==> src/rtl/mblk_scan_scheduler_pkg.sv <==
// Shared types and helpers for the macroblock scan scheduler.
// Optional partial-edge support is selected with MBLK_SCHED_PARTIAL_EN.
package tPImageProcessing;

  localparam int MBLK_DIM_W = 12;

  localparam logic [6:0] MBLK_SIZE_64 = 7'd64;
  localparam logic [6:0] MBLK_SIZE_32 = 7'd32;
  localparam logic [6:0] MBLK_SIZE_16 = 7'd16;

  typedef enum logic [1:0] {
    MBLK_TYPE_NONE = 2'b00,
    MBLK_TYPE_64   = 2'b01,
    MBLK_TYPE_32   = 2'b10,
    MBLK_TYPE_16   = 2'b11
  } teMacroBlockType;

  typedef enum logic [1:0] {
    ST_IDLE  = 2'd0,
    ST_ISSUE = 2'd1,
    ST_WAIT  = 2'd2,
    ST_DONE  = 2'd3
  } teMblkSchedState;

  typedef struct packed {
    logic [MBLK_DIM_W-1:0] x;
    logic [MBLK_DIM_W-1:0] y;
    logic [6:0]            w;
    logic [6:0]            h;
    logic                  last;
  } tsMblkCmd;

  function automatic logic [6:0] fMblkSize(input teMacroBlockType t);
    case (t)
      MBLK_TYPE_64: fMblkSize = MBLK_SIZE_64;
      MBLK_TYPE_32: fMblkSize = MBLK_SIZE_32;
      MBLK_TYPE_16: fMblkSize = MBLK_SIZE_16;
      default:      fMblkSize = 7'd0;
    endcase
  endfunction

endpackage

==> src/rtl/mblk_scan_scheduler_edge_clip.sv <==
// Combinational block geometry: clipped size, end-of-row and last-block flags.
// MBLK_SCHED_PARTIAL_EN enables partial edge blocks; otherwise remainders are dropped.
module mblk_edge_clip
  import tPImageProcessing::*;
#(
  parameter int DIM_W = MBLK_DIM_W
) (
  input  logic [DIM_W-1:0] iX,
  input  logic [DIM_W-1:0] iY,
  input  logic [DIM_W-1:0] iW,
  input  logic [DIM_W-1:0] iH,
  input  logic [6:0]       iS,
  output logic [6:0]       oW,
  output logic [6:0]       oH,
  output logic             oEndOfRow,
  output logic             oLast
);

  logic [DIM_W-1:0] pos   [2];
  logic [DIM_W-1:0] dim   [2];
  logic [6:0]       size  [2];
  logic             reach [2];
  logic [DIM_W:0]   s_ext;

  assign pos[0] = iX;
  assign pos[1] = iY;
  assign dim[0] = iW;
  assign dim[1] = iH;
  assign s_ext  = {{(DIM_W-6){1'b0}}, iS};

  // Axis 0 is the column direction, axis 1 the row direction; limits carry an extra bit.
  for (genvar gi = 0; gi < 2; gi++) begin : g_axis
    logic [DIM_W:0] lim;
    logic [DIM_W:0] pos_end;
`ifdef MBLK_SCHED_PARTIAL_EN
    logic [DIM_W:0] rem;
    assign lim      = {1'b0, dim[gi]};
    assign rem      = {1'b0, dim[gi]} - {1'b0, pos[gi]};
    assign size[gi] = (rem < s_ext) ? 7'(rem) : iS;
`else
    logic [DIM_W-1:0] mask;
    assign mask     = ~({{(DIM_W-7){1'b0}}, iS - 7'd1});
    assign lim      = {1'b0, dim[gi] & mask};
    assign size[gi] = iS;
`endif
    assign pos_end   = {1'b0, pos[gi]} + s_ext;
    assign reach[gi] = (pos_end >= lim);
  end

  assign oW        = size[0];
  assign oH        = size[1];
  assign oEndOfRow = reach[0];
  assign oLast     = reach[0] & reach[1];

endmodule

==> src/rtl/mblk_scan_scheduler.sv <==
// Raster-order macroblock scheduler: one descriptor in flight, valid/ready issue, done pulse.
// MBLK_SCHED_PARTIAL_EN (in mblk_edge_clip) allows clipped edge blocks and any nonzero size.
module mblk_scan_scheduler
  import tPImageProcessing::*;
#(
  parameter int DIM_W = MBLK_DIM_W
) (
  input  logic             iClk,
  input  logic             iRst_n,
  input  logic             iStart,
  input  logic [1:0]       iMblkType,
  input  logic [DIM_W-1:0] iFrameW,
  input  logic [DIM_W-1:0] iFrameH,
  output logic             oBusy,
  output logic             oCmdValid,
  input  logic             iCmdReady,
  output logic [DIM_W-1:0] oCmdX,
  output logic [DIM_W-1:0] oCmdY,
  output logic [6:0]       oCmdW,
  output logic [6:0]       oCmdH,
  output logic             oCmdLast,
  input  logic             iBlkDone,
  output logic             oFrameDone,
  output logic             oErr
);

  teMblkSchedState  state_q, state_d;
  logic [1:0]       type_q, type_d;
  logic [DIM_W-1:0] fw_q, fw_d, fh_q, fh_d;
  logic [DIM_W-1:0] x_q, x_d, y_q, y_d;
  logic [6:0]       cmd_w_q, cmd_w_d, cmd_h_q, cmd_h_d;
  logic             last_q, last_d, eor_q, eor_d;
  logic             busy_q, busy_d, valid_q, valid_d;
  logic             fdone_q, fdone_d, err_q, err_d;

  logic [6:0]       s_cur, s_req;
  logic [DIM_W-1:0] s_cur_ext, s_req_ext;
  logic             start_ok;

  logic [DIM_W-1:0] clip_x, clip_y, clip_fw, clip_fh;
  logic [6:0]       clip_s, clip_cw, clip_ch;
  logic             clip_eor, clip_last;

  assign s_cur     = fMblkSize(teMacroBlockType'(type_q));
  assign s_req     = fMblkSize(teMacroBlockType'(iMblkType));
  assign s_cur_ext = {{(DIM_W-7){1'b0}}, s_cur};
  assign s_req_ext = {{(DIM_W-7){1'b0}}, s_req};

`ifdef MBLK_SCHED_PARTIAL_EN
  assign start_ok = (iMblkType != 2'b00) && (iFrameW != '0) && (iFrameH != '0);
`else
  assign start_ok = (iMblkType != 2'b00) && (iFrameW >= s_req_ext) && (iFrameH >= s_req_ext);
`endif

  // The clipper always evaluates the block about to be issued: origin in IDLE, else the next raster step.
  always_comb begin
    if (state_q == ST_IDLE) begin
      clip_x  = '0;
      clip_y  = '0;
      clip_fw = iFrameW;
      clip_fh = iFrameH;
      clip_s  = s_req;
    end else begin
      clip_x  = eor_q ? '0 : x_q + s_cur_ext;
      clip_y  = eor_q ? y_q + s_cur_ext : y_q;
      clip_fw = fw_q;
      clip_fh = fh_q;
      clip_s  = s_cur;
    end
  end

  mblk_edge_clip #(
    .DIM_W(DIM_W)
  ) u_edge_clip (
    .iX        (clip_x),
    .iY        (clip_y),
    .iW        (clip_fw),
    .iH        (clip_fh),
    .iS        (clip_s),
    .oW        (clip_cw),
    .oH        (clip_ch),
    .oEndOfRow (clip_eor),
    .oLast     (clip_last)
  );

  always_comb begin
    state_d = state_q;
    type_d  = type_q;
    fw_d    = fw_q;
    fh_d    = fh_q;
    x_d     = x_q;
    y_d     = y_q;
    cmd_w_d = cmd_w_q;
    cmd_h_d = cmd_h_q;
    last_d  = last_q;
    eor_d   = eor_q;
    busy_d  = busy_q;
    valid_d = valid_q;
    fdone_d = 1'b0;
    err_d   = 1'b0;
    case (state_q)
      ST_IDLE: begin
        if (iStart) begin
          if (start_ok) begin
            type_d  = iMblkType;
            fw_d    = iFrameW;
            fh_d    = iFrameH;
            x_d     = '0;
            y_d     = '0;
            cmd_w_d = clip_cw;
            cmd_h_d = clip_ch;
            last_d  = clip_last;
            eor_d   = clip_eor;
            busy_d  = 1'b1;
            valid_d = 1'b1;
            state_d = ST_ISSUE;
          end else begin
            err_d = 1'b1;
          end
        end
      end
      ST_ISSUE: begin
        if (iCmdReady) begin
          valid_d = 1'b0;
          state_d = ST_WAIT;
        end
      end
      ST_WAIT: begin
        if (iBlkDone) begin
          if (last_q) begin
            fdone_d = 1'b1;
            state_d = ST_DONE;
          end else begin
            x_d     = clip_x;
            y_d     = clip_y;
            cmd_w_d = clip_cw;
            cmd_h_d = clip_ch;
            last_d  = clip_last;
            eor_d   = clip_eor;
            valid_d = 1'b1;
            state_d = ST_ISSUE;
          end
        end
      end
      ST_DONE: begin
        busy_d  = 1'b0;
        state_d = ST_IDLE;
      end
      default: state_d = ST_IDLE;
    endcase
  end

  always_ff @(posedge iClk or negedge iRst_n) begin
    if (!iRst_n) begin
      state_q <= ST_IDLE;
      type_q  <= '0;
      fw_q    <= '0;
      fh_q    <= '0;
      x_q     <= '0;
      y_q     <= '0;
      cmd_w_q <= '0;
      cmd_h_q <= '0;
      last_q  <= 1'b0;
      eor_q   <= 1'b0;
      busy_q  <= 1'b0;
      valid_q <= 1'b0;
      fdone_q <= 1'b0;
      err_q   <= 1'b0;
    end else begin
      state_q <= state_d;
      type_q  <= type_d;
      fw_q    <= fw_d;
      fh_q    <= fh_d;
      x_q     <= x_d;
      y_q     <= y_d;
      cmd_w_q <= cmd_w_d;
      cmd_h_q <= cmd_h_d;
      last_q  <= last_d;
      eor_q   <= eor_d;
      busy_q  <= busy_d;
      valid_q <= valid_d;
      fdone_q <= fdone_d;
      err_q   <= err_d;
    end
  end

  assign oBusy      = busy_q;
  assign oCmdValid  = valid_q;
  assign oCmdX      = x_q;
  assign oCmdY      = y_q;
  assign oCmdW      = cmd_w_q;
  assign oCmdH      = cmd_h_q;
  assign oCmdLast   = last_q;
  assign oFrameDone = fdone_q;
  assign oErr       = err_q;

endmodule

==> config.mk <==
export PLATFORM = sky130hd
export DESIGN_NAME = mblk_scan_scheduler
export DESIGN_NICKNAME = d
export VERILOG_FILES = /design/src/rtl/mblk_scan_scheduler_pkg.sv /design/src/rtl/mblk_scan_scheduler_edge_clip.sv /design/src/rtl/mblk_scan_scheduler.sv
export SDC_FILE = /design/constraint.sdc
export NUM_CORES = 1
export LEC_CHECK = 0
export ABC_CLOCK_PERIOD_IN_PS = 8100
export CORE_MARGIN = 5
export CORE_UTILIZATION = 30
export DETAILED_ROUTE_END_ITERATION = 8
export MAX_ROUTING_LAYER = met4
export PLACE_DENSITY = 0.63
export SKIP_CTS_REPAIR_TIMING = 1
export SLEW_MARGIN = 15
export SYNTH_ARGS = -nofsm -noshare
export SYNTH_HDL_FRONTEND = slang
export SYNTH_SLANG_ARGS = --single-unit
==> constraint.sdc <==
create_clock -name iClk -period 8.1 [get_ports iClk]
set_input_delay 1.215 -clock iClk [delete_from_list [all_inputs] [get_ports iClk]]
set_output_delay 1.215 -clock iClk [all_outputs]
set_load 0.005 [all_outputs]
==> flow_summary.json <==
{
  "die_w_um": 124.1,
  "internal_power_uw": 754.7,
  "clk_pin_slew_ns": 0.08,
  "p_seq_share_pct": 31.4,
  "clockPowerShare_pct": 17.0,
  "hold_path_depth": 1,
  "use_met1_pct": 17.88,
  "synth_edf_count": 0,
  "drv_slew": 0,
  "design.die.area_mm2": 0.01541,
  "stdcell_count": 649,
  "top_usage_layer": "met2",
  "reg2regPathDepth": 20,
  "n_antenna_cell": 0,
  "synth_cell_type_count": 59,
  "antenna_found_initial": 0,
  "setup_viol": 0,
  "grt_max_degree": 54,
  "dp_cells": 641,
  "drt-initial-drc-count": 137,
  "maxCapViolations": 0,
  "post-route-min-period_ns": 4.868,
  "crit_fanout": 5,
  "ys_seq_area_share_pct": 33.93,
  "core_mm2": 0.01272,
  "synth_top_area_share_pct": 33.93,
  "route.detailed.drc": 0,
  "clock-sinks": 53,
  "status": "completed",
  "use_met2_pct": 22.33,
  "synth_ff_type": "dfrtp_1",
  "power_uw": 1287,
  "ios": 74,
  "endpoint_kind": "flop",
  "routed_wl_mm": 9.739,
  "pwr_density_cell_mw_per_mm2": 267.8,
  "htreeDepth": 2,
  "num-nets-final": 542,
  "grtUsageTotal_pct": 13.58,
  "io_buffers": 65,
  "yosysTopAreaCell": "dfrtp_1",
  "ir_drop_mv": 0.1255,
  "rows": 41,
  "layout-drive-gt1-share_pct": 10.48,
  "synthTopCellsByArea": "dfrtp_1 (34%), ha_1 (11%), mux2_2 (6.6%)",
  "worst-endpoint-arrival_ns": 5.06,
  "start_util_pct": 30.72,
  "syn_to_final_growth_pct": 22.95,
  "first_global_vias": 3240,
  "clock.fmax_mhz": 205.4,
  "holdWs_ns": 0.5061,
  "place_congestion": 0.8963,
  "ys_ff_latch": 53,
  "dp_hpwl_mm": 7.685,
  "grt-ovfl-total": 0,
  "cts_tree": "done",
  "use_met3_pct": 1.726,
  "clockBufferDepth": 2,
  "p_comb_share_pct": 51.6,
  "syn_area_per_cell_um2": 9.307,
  "wl_per_cell_um": 15.01,
  "clock_latency_ns": 0.30,
  "period_share_pct": 60.10,
  "clock_skew_ns": 0.007018,
  "hold_viol_final": 0,
  "tightest_slew_ns": 0.7091,
  "vias": 3176,
  "yosys_warnings": 0,
  "rsz0062_at_grt": "no",
  "synthCells": 420,
  "setup_tns_ns": 0,
  "crit_type": "input pin to flop",
  "synth_area_mm2": 0.003909,
  "switching_share_pct": 41.36,
  "cts_buffers": 5,
  "ant_nets": 0,
  "synthArstFlopShare_pct": 100.0,
  "die_y_um": 124.1,
  "p_switching_uw": 532.4,
  "cp-start-kind": "input pin",
  "viasPerCell": 4.894,
  "synth_commonest_cells": "dfrtp_1 (53), nand2_1 (53), nor2_1 (36)",
  "p_leak_uw": 0.002177,
  "cts_root_buf": "clkbuf_16",
  "grt_first_pass_wirelength_mm": 16.19,
  "max_slew_margin_pct": 52.73,
  "crit_required_ns": 8.29,
  "hp-class": "flop to flop",
  "first_pass_iters": 4
}
sequential cells by signal (all words and copies together) (netlist names):
| name | flops |
|---|---|
| type_q | 2 |
| oFrameDone | 1 |
| oCmdH | 3 |
| state_q | 2 |
| oCmdValid | 1 |
| oCmdY | 12 |
| fw_q | 8 |
| eor_q | 1 |
| fh_q | 8 |
| oCmdLast | 1 |
| oErr | 1 |
| oBusy | 1 |
| oCmdX | 12 |
worst paths after layout:
kind	startpoint	endpoint	slack, ns
worst min register to register	oCmdY[2]	oCmdY[2]	0.51
worst max register to register	type_q[0]	oCmdLast	3.73
worst min-delay path	oCmdY[2]	oCmdY[2]	0.51
worst max-delay path	iMblkType[1]	eor_q	3.23
min in group asynchronous	iRst_n	oCmdX[2]	1.04
max in group asynchronous	iRst_n	oCmdValid	6.58
routing by layer:
metal / vias to the layer above / wire [um] / share of wire (%)
li1: 1592 / - / -
met1: 1513 / 4711 / 48
met2: 63 / 4637 / 48
met3: 8 / 282 / 2.9
met4: 0 / 108 / 1.1
met5: - / 0 / 0
cells by family (layout without fill, tap and decap cells):
| kind of cell | after synthesis | count (layout) | share of synthesized area [%] |
|---|---|---|---|
| simple gates | 154 | 154 | 19.49 |
| compound gates | 80 | 80 | 14.47 |
| flops | 53 | 53 | 33.93 |
| buf+inv | 38 | 88 | 5.345 |
| fa+ha+maj | 35 | 35 | 11.59 |
| mux | 35 | 35 | 9.699 |
| xor+xnor | 24 | 24 | 5.378 |
| other cells | 1 | 8 | 0.09594 |
worst max-delay path, cell delays in order:
cell and delay (ns):
clkdlybuf4s50_1 0.48, and2_1 0.22, a21oi_1 0.35, inv_1 0.13, ha_1 0.25, fa_1 0.40
a21oi_1 0.24, nor2_1 0.08, xor2_1 0.15, ha_1 0.32, a21o_1 0.16, a21o_1 0.17
a21oi_1 0.13, o21ai_0 0.10, a21oi_1 0.15, a21bo_2 0.25, mux2_2 0.26
metrics by stage:
stage	setup WS [ns]	util, %	area, um^2
6_report	3.232	37.78	4806
5_1_grt	3.026	37.78	4806
4_1_cts	3.281	37.78	4806
3_5_place_dp	2.967	36.61	4658
3_3_place_gp	3.099	36.61	4658
2_1_floorplan	3.815	-	3935
layout by cell type, fill, tap and decap left out, types with 6 or more instances in the layout:
master            n
xnor2_1           8
a21oi_1          12
mux2i_1          12
conb_1            8
nor2_1           36
nand2b_1          6
o21ai_0          22
inv_1            11
mux2_2           23
clkdlybuf4s50_1  64
nor3_1            6
nor2b_1          13
nand3_1           8
xor2_1           16
ha_1             33
dfrtp_1          53
nand2_1          53
a21o_1           10
power groups by stage:
stage / combinational [uW] / clock, uW / sequential (uW)
after floorplan: 498 / 0 / 379
after global placement: 652 / 0 / 405
after detailed placement: 667 / 0 / 408
after CTS: 673 / 227 / 403
after global routing: 745 / 237 / 417
final: 664 / 219 / 404
cell type report:
class                      instances  area [um^2]
multi-input combinational        336         2400
timing repair buffer              69        675.6
sequential                        53         1326
clock buffer                       5        125.1
tap                              172        215.2
clock inverter                     3        22.52
inverter                          11        41.29
fill                            1309         7916
Power figures use the tool's default switching activity.
